--- src/rtl/cnvclk_generator_pkg.sv ---
// Shared definitions for the CNVCLK generator: default width, reset-time
// period/high values and the controller state encoding.
package cnvclk_pkg;
    localparam int CNT_W_DEF  = 16;
    localparam int DEF_PERIOD = 100;
    localparam int DEF_HIGH   = 50;

    typedef enum logic [0:0] {
        IDLE = 1'b0,
        RUN  = 1'b1
    } state_e;
endpackage

--- src/rtl/cnvclk_generator_if.sv ---
// Control/status bundle between the DAQ sequencer (master) and the CNVCLK
// generator (slave).
interface cnvclk_if #(parameter int CNT_W = cnvclk_pkg::CNT_W_DEF);
    logic [CNT_W-1:0] PERIOD;
    logic [CNT_W-1:0] HIGH_WIDTH;
    logic [CNT_W-1:0] NCONV;
    logic             SET_PARAM;
    logic             START;
    logic             STOP;
    logic             CNVCLK_OUT;
    logic             CNV_STROBE;
    logic             BUSY;
    logic             DONE;
    logic [CNT_W-1:0] CONV_CNT;

    modport master (
        output PERIOD, HIGH_WIDTH, NCONV, SET_PARAM, START, STOP,
        input  CNVCLK_OUT, CNV_STROBE, BUSY, DONE, CONV_CNT
    );

    modport slave (
        input  PERIOD, HIGH_WIDTH, NCONV, SET_PARAM, START, STOP,
        output CNVCLK_OUT, CNV_STROBE, BUSY, DONE, CONV_CNT
    );
endinterface

--- src/rtl/cnvclk_generator_param_shadow.sv ---
// Clamps and holds the active period/high/burst settings; updates requested
// while running are parked in pending registers until the next period wrap.
module cnvclk_param_shadow
    import cnvclk_pkg::*;
#(
    parameter int CNT_W = CNT_W_DEF
) (
    input  logic             i_clk,
    input  logic             i_rst_n,
    input  logic [CNT_W-1:0] i_period,
    input  logic [CNT_W-1:0] i_high,
    input  logic [CNT_W-1:0] i_nconv,
    input  logic             i_set,
    input  logic             i_running,
    input  logic             i_apply,
    output logic [CNT_W-1:0] o_period,
    output logic [CNT_W-1:0] o_high,
    output logic [CNT_W-1:0] o_nconv_start
);
    logic [CNT_W-1:0] w_p_eff;
    logic [CNT_W-1:0] w_h_eff;
    logic [CNT_W-1:0] r_act_period;
    logic [CNT_W-1:0] r_act_high;
    logic [CNT_W-1:0] r_act_nconv;
    logic [CNT_W-1:0] r_pend_period;
    logic [CNT_W-1:0] r_pend_high;
    logic [CNT_W-1:0] r_pend_nconv;
    logic             r_pend_flag;

    always_comb begin
        w_p_eff = (i_period < CNT_W'(2)) ? CNT_W'(2) : i_period;
        if (i_high == '0)
            w_h_eff = CNT_W'(1);
        else if (i_high >= w_p_eff)
            w_h_eff = w_p_eff - CNT_W'(1);
        else
            w_h_eff = i_high;
    end

    always_ff @(posedge i_clk or negedge i_rst_n) begin
        if (!i_rst_n) begin
            r_act_period  <= CNT_W'(DEF_PERIOD);
            r_act_high    <= CNT_W'(DEF_HIGH);
            r_act_nconv   <= '0;
            r_pend_period <= '0;
            r_pend_high   <= '0;
            r_pend_nconv  <= '0;
            r_pend_flag   <= 1'b0;
        end else if (i_set && !i_running) begin
            r_act_period <= w_p_eff;
            r_act_high   <= w_h_eff;
            r_act_nconv  <= i_nconv;
            r_pend_flag  <= 1'b0;
        end else begin
            // A pending set left over from the exit cycle is flushed while idle.
            if ((i_apply || !i_running) && r_pend_flag) begin
                r_act_period <= r_pend_period;
                r_act_high   <= r_pend_high;
                r_act_nconv  <= r_pend_nconv;
                r_pend_flag  <= 1'b0;
            end
            if (i_set) begin
                r_pend_period <= w_p_eff;
                r_pend_high   <= w_h_eff;
                r_pend_nconv  <= i_nconv;
                r_pend_flag   <= 1'b1;
            end
        end
    end

    assign o_period      = r_act_period;
    assign o_high        = r_act_high;
    assign o_nconv_start = i_set ? i_nconv : r_act_nconv;
endmodule

--- src/rtl/cnvclk_generator.sv ---
// ADC conversion-clock generator: run/stop FSM and phase counter producing a
// glitch-free registered CNVCLK, per-conversion strobe and conversion count.
module cnvclk_generator
    import cnvclk_pkg::*;
#(
    parameter int CNT_W = CNT_W_DEF
) (
    input logic     CLK_IN,
    input logic     RESET_N,
    cnvclk_if.slave bus
);
    //  state | meaning
    //  IDLE  | outputs low, waiting for START
    //  RUN   | phase counter cycling, CNVCLK active
    localparam logic [0:0] ST_IDLE = IDLE;
    localparam logic [0:0] ST_RUN  = RUN;

    logic [0:0]       r_state;
    logic [CNT_W-1:0] r_phase;
    logic [CNT_W-1:0] r_cnt;
    logic [CNT_W-1:0] r_target;
    logic             r_stop_req;
    logic             r_cnvclk;
    logic             r_strobe;
    logic             r_done;

    logic [CNT_W-1:0] w_period;
    logic [CNT_W-1:0] w_high;
    logic [CNT_W-1:0] w_nconv_start;
    logic [CNT_W-1:0] w_phase_inc;
    logic             w_run;
    logic             w_wrap;
    logic             w_exit;

    cnvclk_param_shadow #(.CNT_W(CNT_W)) u_shadow (
        .i_clk         (CLK_IN),
        .i_rst_n       (RESET_N),
        .i_period      (bus.PERIOD),
        .i_high        (bus.HIGH_WIDTH),
        .i_nconv       (bus.NCONV),
        .i_set         (bus.SET_PARAM),
        .i_running     (w_run),
        .i_apply       (w_run && w_wrap),
        .o_period      (w_period),
        .o_high        (w_high),
        .o_nconv_start (w_nconv_start)
    );

    assign w_run       = (r_state == ST_RUN);
    assign w_wrap      = (r_phase == w_period - CNT_W'(1));
    assign w_phase_inc = r_phase + CNT_W'(1);
    assign w_exit      = r_stop_req | bus.STOP |
                         ((r_target != '0) && (r_cnt == r_target));

    always_ff @(posedge CLK_IN or negedge RESET_N) begin
        if (!RESET_N) begin
            r_state    <= ST_IDLE;
            r_phase    <= '0;
            r_cnt      <= '0;
            r_target   <= '0;
            r_stop_req <= 1'b0;
            r_cnvclk   <= 1'b0;
            r_strobe   <= 1'b0;
            r_done     <= 1'b0;
        end else begin
            r_strobe <= 1'b0;
            r_done   <= 1'b0;
            case (r_state)
                ST_IDLE: begin
                    if (bus.START && !bus.STOP) begin
                        r_state    <= ST_RUN;
                        r_phase    <= '0;
                        r_cnvclk   <= 1'b1;
                        r_strobe   <= 1'b1;
                        r_cnt      <= CNT_W'(1);
                        r_target   <= w_nconv_start;
                        r_stop_req <= 1'b0;
                    end
                end
                default: begin
                    if (bus.STOP)
                        r_stop_req <= 1'b1;
                    if (w_wrap) begin
                        r_phase <= '0;
                        // Exits only at a wrap, so the final low phase is always full length.
                        if (w_exit) begin
                            r_state    <= ST_IDLE;
                            r_done     <= 1'b1;
                            r_cnvclk   <= 1'b0;
                            r_stop_req <= 1'b0;
                        end else begin
                            r_cnvclk <= 1'b1;
                            r_strobe <= 1'b1;
                            r_cnt    <= r_cnt + CNT_W'(1);
                        end
                    end else begin
                        r_phase  <= w_phase_inc;
                        r_cnvclk <= (w_phase_inc < w_high);
                    end
                end
            endcase
        end
    end

    assign bus.CNVCLK_OUT = r_cnvclk;
    assign bus.CNV_STROBE = r_strobe;
    assign bus.BUSY       = w_run;
    assign bus.DONE       = r_done;
    assign bus.CONV_CNT   = r_cnt;
endmodule

--- src/flat_wrapper.sv ---
// flat-port wrapper written by rule: the top's interface ports become plain ports
module cnvclk_generator_flat import cnvclk_pkg::*;
#(
    parameter int CNT_W = CNT_W_DEF
)
  (CLK_IN, RESET_N, bus_PERIOD, bus_HIGH_WIDTH, bus_NCONV, bus_SET_PARAM, bus_START, bus_STOP, bus_CNVCLK_OUT, bus_CNV_STROBE, bus_BUSY, bus_DONE, bus_CONV_CNT);
  cnvclk_if #(.CNT_W(CNT_W)) bus_i ();
  input logic CLK_IN;
  input logic RESET_N;
  input wire logic [$bits(bus_i.PERIOD)-1:0] bus_PERIOD;
  input wire logic [$bits(bus_i.HIGH_WIDTH)-1:0] bus_HIGH_WIDTH;
  input wire logic [$bits(bus_i.NCONV)-1:0] bus_NCONV;
  input wire logic [$bits(bus_i.SET_PARAM)-1:0] bus_SET_PARAM;
  input wire logic [$bits(bus_i.START)-1:0] bus_START;
  input wire logic [$bits(bus_i.STOP)-1:0] bus_STOP;
  output wire logic [$bits(bus_i.CNVCLK_OUT)-1:0] bus_CNVCLK_OUT;
  output wire logic [$bits(bus_i.CNV_STROBE)-1:0] bus_CNV_STROBE;
  output wire logic [$bits(bus_i.BUSY)-1:0] bus_BUSY;
  output wire logic [$bits(bus_i.DONE)-1:0] bus_DONE;
  output wire logic [$bits(bus_i.CONV_CNT)-1:0] bus_CONV_CNT;
  assign bus_i.PERIOD = bus_PERIOD;
  assign bus_i.HIGH_WIDTH = bus_HIGH_WIDTH;
  assign bus_i.NCONV = bus_NCONV;
  assign bus_i.SET_PARAM = bus_SET_PARAM;
  assign bus_i.START = bus_START;
  assign bus_i.STOP = bus_STOP;
  assign bus_CNVCLK_OUT = bus_i.CNVCLK_OUT;
  assign bus_CNV_STROBE = bus_i.CNV_STROBE;
  assign bus_BUSY = bus_i.BUSY;
  assign bus_DONE = bus_i.DONE;
  assign bus_CONV_CNT = bus_i.CONV_CNT;
  cnvclk_generator #(.CNT_W(CNT_W)) u_core (.CLK_IN(CLK_IN), .RESET_N(RESET_N), .bus(bus_i));
endmodule
--- config.mk ---
export PLATFORM = sky130hd
export DESIGN_NAME = cnvclk_generator_flat
export DESIGN_NICKNAME = d
export VERILOG_FILES = /design/src/rtl/cnvclk_generator_pkg.sv /design/src/rtl/cnvclk_generator_if.sv /design/src/rtl/cnvclk_generator_param_shadow.sv /design/src/rtl/cnvclk_generator.sv /design/src/flat_wrapper.sv
export SDC_FILE = /design/constraint.sdc
export NUM_CORES = 1
export LEC_CHECK = 0
export ABC_CLOCK_PERIOD_IN_PS = 7000
export BUFFER_PORTS_ARGS = -buffer_cell sky130_fd_sc_hd__buf_2
export CAP_MARGIN = 20
export CORE_MARGIN = 2
export CORE_UTILIZATION = 40
export DETAILED_ROUTE_END_ITERATION = 12
export SLEW_MARGIN = 20
export SYNTH_ARGS = -nofsm -noshare
export SYNTH_HDL_FRONTEND = slang
export SYNTH_SLANG_ARGS = --single-unit
export TNS_END_PERCENT = 1
--- constraint.sdc ---
create_clock -name CLK_IN -period 7 [get_ports CLK_IN]
set_input_delay 0.35 -clock CLK_IN [delete_from_list [all_inputs] [get_ports CLK_IN]]
set_output_delay 0.35 -clock CLK_IN [all_outputs]
set_load 0.1 [all_outputs]
# ---- Word level (Yosys, flattened, before mapping)
# Index checks and enable logic that the tools add are counted.
dict set report op_classes {
  addsub 4
  magnitude_cmp 3
  eq_ne 4
  n_mux 37
  bitwise_logic 4
  reduce_logical 16
}
# operator count
set op_table {}
lappend op_table {{$mux W16} 17}
lappend op_table {{$add A16 B1 Y16 const B} 2}
lappend op_table {{$eq A16 B16 Y1} 2}
lappend op_table {{$sub A16 B1 Y16 const B} 2}
lappend op_table {{$mux W1} 20}
lappend op_table {{$ge A16 B16 Y1} 1}
lappend op_table {{$logic_not A16 Y1} 1}
lappend op_table {{$lt A16 B16 Y1} 1}
lappend op_table {{$lt A16 B2 Y1 const B} 1}
lappend op_table {{$reduce_bool A16 Y1} 1}
lappend op_table {{$logic_and A1 B1 Y1} 5}
lappend op_table {{$ne A2 B2 Y1 const B} 2}
lappend op_table {{$reduce_and A2 Y1} 2}
lappend op_table {{$reduce_bool A2 Y1} 2}
lappend op_table {{$reduce_and A3 Y1} 1}
lappend op_table {{$reduce_bool A3 Y1} 1}
lappend op_table {{$logic_not A1 Y1} 2}
lappend op_table {{$not A1 Y1} 2}
lappend op_table {{$or A1 B1 Y1} 2}
lappend op_table {{$logic_or A1 B1 Y1} 1}
dict set report word_totals {
  reg_bits 150
  output_inout_bits 20
  wordCells 83
}

# ---- Longest topological paths before layout
# Gate-level depths: netlist (run 1).
dict set report logic_depth {
  word_depth 8
  ltp_mapped 15
}

# ---- Modules after synthesis
# A second synthesis (run 1) with hierarchy kept.
dict set report hier_totals {
  cells_unflattened 1053
  hier_area_um2 9310.2
}
# module n_inst cells_each area_each_um2 seq_area_each_um2
set by_module_without_submodules {}
lappend by_module_without_submodules {cnvclk_param_shadow 1 568 5371.4 2434.8}
lappend by_module_without_submodules {cnvclk_generator 1 485 3938.8 1326.3}

# ---- Least setup slack after synthesis (run 1)
# Ideal clock, no wire load.
dict set report synth_path {
  path_type {in2reg}
  start {input bus_PERIOD[3]}
  end {register u_core.u_shadow.r_pend_high[11]}
  arrival_ns 3.667
  required_ns 6.875
  path_slack_ns 3.208
  path_stages 14
  path_buffers 1
  cell_sequence {or4_1 -> nor2_1 -> nand2_1 -> o21ai_0 -> inv_1 -> ha_1 -> nand2b_1 -> a21o_1 -> a211oi_1 -> o21ai_0 -> a31oi_1 -> clkbuf_1 -> mux2_2 -> mux2_2}
}
dict set report synth_via {
  elab_chain_len 5
  word_cells_on_any_way 6
  classes_between {1 x add/sub; 2 x order compare; 3 x mux}
}
# item line
set synth_lines {}
lappend synth_lines {{start: declaration} flat_wrapper.sv:10} ;# input wire logic [$bits(bus_i.PERIOD)-1:0] bus_PERIOD;
lappend synth_lines {{$lt A16 B2 Y1 (*)} cnvclk_generator_param_shadow.sv:31} ;# w_p_eff = (i_period < CNT_W'(2)) ? CNT_W'(2) : i_period;
lappend synth_lines {{$mux W16 (*)} cnvclk_generator_param_shadow.sv:31}
lappend synth_lines {{named net u_core.u_shadow.w_p_eff[0]} cnvclk_generator_param_shadow.sv:20} ;# logic [CNT_W-1:0] w_p_eff;
lappend synth_lines {{$sub A16 B1 Y16 or $ge A16 B16 Y1 (tied branches)} {cnvclk_generator_param_shadow.sv:35, cnvclk_generator_param_shadow.sv:34}}
lappend synth_lines {{$mux W16 (*)} cnvclk_generator_param_shadow.sv:34} ;# else if (i_high >= w_p_eff)
lappend synth_lines {{$mux W16 (*)} cnvclk_generator_param_shadow.sv:32} ;# if (i_high == '0)
lappend synth_lines {{end signal: assignment} cnvclk_generator_param_shadow.sv:64} ;# r_pend_high <= w_h_eff;
lappend synth_lines {{end: declaration} cnvclk_generator_param_shadow.sv:26} ;# logic [CNT_W-1:0] r_pend_high;
# The timed path passes the listed nets; every way through them passes the cells marked *.
# A chain may end at the register's enable or synchronous reset.

# ---- Worst setup path in the final report (run 1)
dict set report layout_path {
  start {register u_core.u_shadow.r_act_period[0], in the netlist u_core.u_shadow.o_period[0]}
  end {register u_core.u_shadow.r_act_period[0], in the netlist u_core.u_shadow.o_period[0]}
}
dict set report layout_via {
  elab_chain_len 6
}
# item line
set layout_lines {}
lappend layout_lines {{start: declaration} cnvclk_generator_param_shadow.sv:22} ;# logic [CNT_W-1:0] r_act_period;
lappend layout_lines {{start signal: assignment} cnvclk_generator_param_shadow.sv:42} ;# r_act_period <= CNT_W'(DEF_PERIOD);
lappend layout_lines {{start signal: assignment} cnvclk_generator_param_shadow.sv:50} ;# r_act_period <= w_p_eff;
lappend layout_lines {{start signal: assignment} cnvclk_generator_param_shadow.sv:57} ;# r_act_period <= r_pend_period;
lappend layout_lines {{$sub A16 B1 Y16} cnvclk_generator.sv:50} ;# assign w_wrap = (r_phase == w_period - CNT_W'(1));
lappend layout_lines {{$eq A16 B16 Y1} cnvclk_generator.sv:50}
lappend layout_lines {{$logic_and A1 B1 Y1} cnvclk_generator.sv:43} ;# .i_apply (w_run && w_wrap),
lappend layout_lines {{$logic_or A1 B1 Y1} cnvclk_generator_param_shadow.sv:56} ;# if ((i_apply || !i_running) && r_pend_flag) begin
lappend layout_lines {{$logic_and A1 B1 Y1} cnvclk_generator_param_shadow.sv:56}
lappend layout_lines {{$reduce_bool A2 Y1 (no source line)} n/a}
# Every way passes these cells.

==> summary.md, run 1 <==
| Metric | Value |
|---|---|
| Status | complete, no violations |
| Final Util | 46.7% |
| Nets | a little over 1k |
| Endpoints failing setup | 0 |
| Post-Syn Instances | 894 |
| Arrival time at the worst endpoint | 4430 ps |
| Total power | between 0.003 and 0.004 W |
| Slew Viols, Final | 0 |
| RSZ-0062 raised after global routing | false |
| I/O pins | 73 |
| Clock Latency Late Sink | 430 ps |
| Number of synthesized flops with an enable pin | 0 |
| Core area | 21200 sq um |
| Total track usage | 20.1% |
| Vias in the first global route | 6368 |
| Worst clock skew | 11.9 ps |
| Internal power | 0.00238 W |
| Starting Density | approximately two fifths |
| Root Driver | clkbuf_16 |
| Clock buffer depth | 2 |
| Placed insts | approximately 1.2k |
| CP max FO | 41 |
| Synthesis-stage register bit count | 150 |
| Most frequent cells in the layout | 144 x dfrtp_1, 103 x nand2_1, 90 x o21ai_0 |
| Worst setup SP type | register |
| Die X | 151 um |
| Seq pwr share | 39.1% |
| Normalized max-slew margin | between 30% and 40% |
| Synth top area share | 41.6% |
| First-pass GRT wire length | 35.4 mm |
| Post-Syn Nets | between 900 and 1k |
| Fmax | between 200 and 250 MHz |
| Non-filler instance count after layout | about 1.2k |
| Routed length per instance | roughly 18 um |
| DR pass1 iterations | 5 |
| Min cycle time layout | 4160 ps |
| GP Congestion | 0.921 |
| Most area-consuming cells after synthesis | dfrtp_1 42%, mux2i_1 8.2%, o21ai_0 5.2% |
| Fill count | 2015 |
| Biggest area consumer among synthesized cells | dfrtp_1 |
| Setup TNS | 0 ps |
| LEAKAGE | 4.65 nW |
| WP data required | 7270 ps |
| CTS tree | built |
| Post-Synthesis Cell Area | 8670 sq um |
| Synth Warn # | 0 |
| Hold buffers post-CTS | 1 |
| DRT iter0 DRCs | 544 |
| Cts bufs inserted | 17 |
| DRC violations left | 0 |
| Crit path kind | reg2reg |
| Comb pwr share | 36.0% |
| Die Footprint | 22900 sq um |
| Total gr overflow | 0 |
| Clk pwr share | 24.8% |
| Total number of vias | about 6.8k |
| Worst setup EP type | register |
| Clk sink count | 150 |
| Initial antenna violation count | 0 |
| Worst vdd rail ir drop | 195 uV |
| Period utilisation layout | approximately three fifths |
| Final Hold Vio Count | 0 |
| Post-CTS sizing | 0 |
| Power per Cell Area | 393 nW/um^2 |
| Die height | around 150 um |
| Standard-cell rows | 53 |
| Fin Hold WS | 157 ps |
| Share of cells above drive strength 1 | 17.4% |
| Post-CTS Setup Inserts | 0 |
| Sequential share of the synthesized area | 43.4% |
| Mean Syn Cell Area | 9.70 sq um |
| Pin slew with the least headroom to its limit | ~990 ps |
| Top FF cell, synth | dfrtp_1 |
| Tightest Hold Check Type | in2reg |
| Switching power total | around 0.0015 W |
| Post-DP HPWL | 15.8 mm |
| Largest net degree at the start of global routing | ~90 |
| CTS H-tree lvls | 4 |
| Maxcap violations | 0 |
| Drt via density | around 5.5 |
| Commonest non-fill, non-tap cell in the layout | dfrtp_1 |
| Yosys cell types | about 60 |
| Worst-path clk slew | roughly 70 ps |
| Sw Ratio | roughly two fifths |
| Remaining antenna violation count | 0 |
| Synth-to-Final Area Change | 13.9% |
| IO buf count | 72 |
| Detailed Route WL | 22.2 mm |
| Async S/R FF share, synth | 100% |
-- power by group through the flow --
stage | registers, W | logic [W] | clock network [W]
3_5_place_dp | 0.00153 | 0.00140 | 0
3_3_place_gp | 0.00152 | 0.00138 | 0
6_report | 0.00152 | 0.00140 | 0.000964
5_1_grt | 0.00156 | 0.00158 | 0.00102
4_1_cts | 0.00152 | 0.00141 | 0.000985
2_1_floorplan | 0.00147 | 0.00110 | 0
-- area by class of cell --
type / count / area, sq um / area share, %
Clock buffer: 17 / 425 / 4.31
Clock inverter: 15 / 194 / 1.96
Multi-Input combinational cell: 649 / 4540 / 46.0
Timing Repair Buffer: 80 / 433 / 4.38
Tap cell: 275 / 344 / 3.48
Sequential cell: 150 / 3760 / 38.1
Antenna cell: 1 / 2.50 / 0.0253
Inverter: 47 / 176 / 1.79
-- metrics by stage --
stage	setup slack (ps)	cell area (sq um)
6_report	2840	9870
5_1_grt	2560	9870
4_1_cts	2810	9870
3_5_place_dp	2680	9240
3_3_place_gp	2410	9230
2_1_floorplan	3210	8670
-- metal layers --
layer | up-vias | global-route usage [%] | wire length [um]
li1 | 3296 | - | -
met1 | 3297 | 30.1 | 10900
met2 | 150 | 29.8 | 10000
met3 | 29 | 3.34 | 852
met4 | 0 | 6.17 | 408
met5 | - | 0 | 0
-- cell families after synthesis --
family / after synthesis / synth area share, %
multiplexers: 107 / 12.9
flip-flops: 150 / 43.4
adder cells (fa/ha/maj): 35 / 5.05
buffers and inverters: 95 / 4.53
XOR/XNOR: 61 / 6.16
AND/OR/NAND/NOR: 258 / 14.8
AO/OA/AOI/OAI: 188 / 13.2
-- sequential cells by signal, indices dropped and copies added, names as in the netlist, 16 cells and up --
| register | count |
|---|---|
| u_core.bus.CONV_CNT | 16 |
| u_core.r_phase | 16 |
| u_core.r_target | 16 |
| u_core.u_shadow.o_high | 16 |
| u_core.u_shadow.o_period | 16 |
| u_core.u_shadow.r_act_nconv | 16 |
| u_core.u_shadow.r_pend_high | 16 |
| u_core.u_shadow.r_pend_nconv | 16 |
| u_core.u_shadow.r_pend_period | 16 |
-- path summary, 6_finish.rpt --
kind | start | end | slack (ps) | cells after the start
max in group asynchronous | RESET_N | u_core.u_shadow.r_pend_nconv[5] | 5040 | 3
min in group asynchronous | RESET_N | u_core.u_shadow.o_high[2] | 510 | 2
worst max-delay path | u_core.u_shadow.o_period[0] | u_core.u_shadow.o_period[0] | 2840 | 11
worst max register to register | u_core.u_shadow.o_period[0] | u_core.u_shadow.o_period[0] | 2840 | 11
worst min register to register | u_core.u_shadow.r_pend_period[11] | u_core.u_shadow.r_pend_period[11] | 480 | 2
worst min-delay path | bus_NCONV[11] | u_core.u_shadow.r_act_nconv[11] | 160 | 3
-- cell usage after synthesis (2+ instances only) --
| cell | instances |
|---|---|
| a211oi_1 | 4 |
| a21o_1 | 10 |
| a21oi_1 | 27 |
| a22o_1 | 15 |
| a31oi_1 | 5 |
| and3_1 | 10 |
| and4_1 | 4 |
| buf_1 | 2 |
| buf_2 | 4 |
| buf_6 | 4 |
| clkbuf_1 | 37 |
| dfrtp_1 | 144 |
| dfstp_2 | 6 |
| ha_1 | 35 |
| inv_1 | 46 |
| mux2_2 | 36 |
| mux2i_1 | 71 |
| nand2_1 | 105 |
| nand2b_1 | 2 |
| nand3_1 | 17 |
| nand4_1 | 17 |
| nor2_1 | 32 |
| nor2b_1 | 5 |
| nor3_1 | 16 |
| nor4_1 | 16 |
| nor4b_1 | 2 |
| o21a_1 | 3 |
| o21ai_0 | 90 |
| o21ai_1 | 14 |
| o311ai_0 | 2 |
| o31ai_1 | 4 |
| or2_2 | 2 |
| or3_1 | 17 |
| or4_1 | 6 |
| xnor2_1 | 46 |
| xor2_1 | 15 |
-- worst max-delay path, stage by stage, from the launching register on --
cell	delay, ps
dfrtp_1	480
inv_1	90
ha_1	280
or4b_4	520
or4b_1	530
a211oi_2	250
o211ai_2	180
o41ai_4	540
nand2_2	280
buf_4	440
mux2i_1	260
mux2i_1	90
No activity file was read; power rests on OpenSTA's default activity.
==> run 2: changes to the inputs <==
ABC_CLOCK_PERIOD_IN_PS = 3650   (was 7000)
clock period = 3.65 ns   (was 7 ns; I/O delays follow)
==> summary.md, run 2 (synthesis results as in run 1) <==
| Metric | Value |
|---|---|
| Switching power total | 0.00287 W |
| Normalized max-slew margin | 31.5% |
| Standard-cell rows | 53 |
| Root Driver | clkbuf_16 |
| Reg2reg end | u_core.u_shadow.r_act_nconv[7] |
| Drt via density | 5.40 |
| WP data required | 3910 ps |
| Clk pwr share | 22.7% |
| Post-DP HPWL | 15.9 mm |
| Total gr overflow | 0 |
| Hold depth | 3 |
| Remaining antenna violation count | 0 |
| I/O pins | 73 |
| Clk sink count | 150 |
| Worst setup EP type | register |
| Tightest Hold Check Type | in2reg |
| Slowest stage delay, CP | 540 ps |
| Total track usage | 20.4% |
| Total number of vias | roughly 7k |
| Post-CTS Setup Inserts | 0 |
| Synth-to-Final Area Change | 17.0% |
| WP buf/inv | 2 |
| Detailed Route WL | 22.2 mm |
| GP Congestion | 0.881 |
| R2R Path Start | u_core.u_shadow.o_period[0] |
| Period utilisation layout | 94.4% |
| Power per Cell Area | 729 nW/um^2 |
| Worst setup SP type | register |
| Most frequent cells in the layout | 144 x dfrtp_1, 103 x nand2_1, 89 x o21ai_0 |
| Reg2Reg Depth | 11 |
| CTS H-tree lvls | 4 |
| Arrival time at the worst endpoint | 3700 ps |
| Comb pwr share | 38.6% |
| Crit-path cells | inv_1 -> ha_1 -> or4b_4 -> or4b_1 -> a211oi_2 -> o211ai_2 -> o41ai_4 -> nand2_2 -> buf_12 -> mux2i_1 -> o21ai_0 |
| Share of cells above drive strength 1 | 18.5% |
| Seq pwr share | 38.7% |
| Endpoints failing setup | 0 |
| Min-delay src | bus_NCONV[15] |
| Largest net degree at the start of global routing | 91 |
| Sw Ratio | 38.8% |
| Crit-path slowest cell | o41ai_4 |
| Slew Viols, Final | 0 |
| Vias in the first global route | between 6k and 7k |
| First-pass GRT wire length | between 30 and 40 mm |
| Hold path endpoint | u_core.u_shadow.r_act_nconv[15] |
| Nets | about 1.1k |
| Min cycle time layout | 3450 ps |
| Final Hold Vio Count | 0 |
| Worst path top cell family by delay | simple AND/OR/NAND/NOR gates |
| CTS tree | built |
| Starting Density | 41.0% |
| Worst-path clk slew | 60 ps |
| Maxcap violations | 0 |
| Die height | 151 um |
| DRT iter0 DRCs | roughly 530 |
| Setup TNS | 0 ps |
| Internal power | 0.00452 W |
| LEAKAGE | 4.79 nW |
| Design area | 10100 sq um |
| Commonest non-fill, non-tap cell in the layout | dfrtp_1 |
| Worst clock skew | 11.6 ps |
| Worst vdd rail ir drop | 363 uV |
| Fmax | 290 MHz |
| Die Footprint | 22900 sq um |
| Status | complete, no violations |
| CP max FO | 48 |
| R2R setup slack | ~200 ps |
| Die X | 151 um |
| RSZ-0062 raised after global routing | false |
| Clock Latency Late Sink | between 400 and 500 ps |
| Core area | 21200 sq um |
| IO buf count | a little over 70 |
| DR pass1 iterations | 5 |
| DRC violations left | 0 |
| Pin slew with the least headroom to its limit | 1020 ps |
| Crit path kind | reg2reg |
| Initial antenna violation count | 1 |
| Routed length per instance | 17.5 um |
| Clock buffer depth | 2 |
| Cts bufs inserted | 17 |
| Placed cell areas | 9420 sq um |
==> run 2: cell types whose count changed in the layout (fill, tap and decap cells not counted), sizes merged <==
cell / previous run / this run
buf: 79 / 99
bufinv: 3 / 1
clkbuf: 17 / 22
clkinv: 5 / 3
clkinvlp: 2 / 4
dlygate4sd3: 1 / 15
inv: 52 / 49
==> run 2: repair_timing <==
item                                   in CTS  in global routing
hold buffers                               15                  0
gates resized for setup                     0                  2
endpoints found under the hold margin      96                  0
setup endpoints to repair                   0                 54
==> run 2: how the worst max path moves through the flow <==
stage,slack [ps],from,cells past startpoint,end
floorplan,30,bus_PERIOD[3],14,u_core.u_shadow.r_pend_high[11]
global placement,60,bus_PERIOD[3],15,u_core.u_shadow.r_pend_high[10]
detailed placement,-20,bus_PERIOD[3],15,u_core.u_shadow.r_pend_high[4]
CTS,180,u_core.u_shadow.o_period[0],11,u_core.u_shadow.r_act_nconv[7]
global route,30,u_core.u_shadow.o_period[0],11,u_core.u_shadow.o_period[14]
finish,200,u_core.u_shadow.o_period[0],11,u_core.u_shadow.r_act_nconv[7]
==> run 2: layout make-up <==
type / count / area (sq um)
sequential: 150 / 3760
tap: 275 / 344
multi-input combinational: 649 / 4540
inverter: 47 / 176
fill: 2017 / 11000
clock inverter: 10 / 96.3
antenna: 1 / 2.50
timing repair buffer: 114 / 757
clock buffer: 22 / 464
==> run 2: worst reg2reg max path: stages (launching register included) <==
cell and delay, ps:
dfrtp_1 370, inv_1 60, ha_1 150, or4b_4 490, or4b_1 540, a211oi_2 260
o211ai_2 180, o41ai_4 540, nand2_2 130, buf_12 220, mux2i_1 230, o21ai_0 120
==> run 2: per-stage QoR <==
| stage | power (W) | cells | setup WS, ps | hold slack (ps) | util, % |
|---|---|---|---|---|---|
| final | 0.00740 | 1268 | 203 | 17.8 | 47.9 |
| after detailed placement | 0.00571 | 1220 | -18.0 | 325 | 44.5 |
| after global placement | 0.00563 | 1220 | 55.5 | 322 | 44.5 |
| after global routing | 0.00793 | 1267 | 25.1 | 23.1 | 47.9 |
| after CTS | 0.00743 | 1267 | 178 | 1.74 | 47.9 |
| after floorplan | 0.00493 | 894 | 25.4 | -113 | - |
==> run 2: power groups by stage <==
stage / Clock, W / Combinational (W) / Sequential [W]
floorplan: 0 / 0.00211 / 0.00282
global placement: 0 / 0.00276 / 0.00287
detailed placement: 0 / 0.00281 / 0.00289
CTS: 0.00172 / 0.00285 / 0.00286
global route: 0.00178 / 0.00320 / 0.00295
finish: 0.00168 / 0.00285 / 0.00286
==> run 2: metal layers <==
layer	GRT usage, %	routed length [um]	vias up
met2	31.0	10100	132
met4	5.28	301	0
met1	30.3	11200	3345
li1	-	-	3350
met5	0	0	-
met3	3.07	734	25
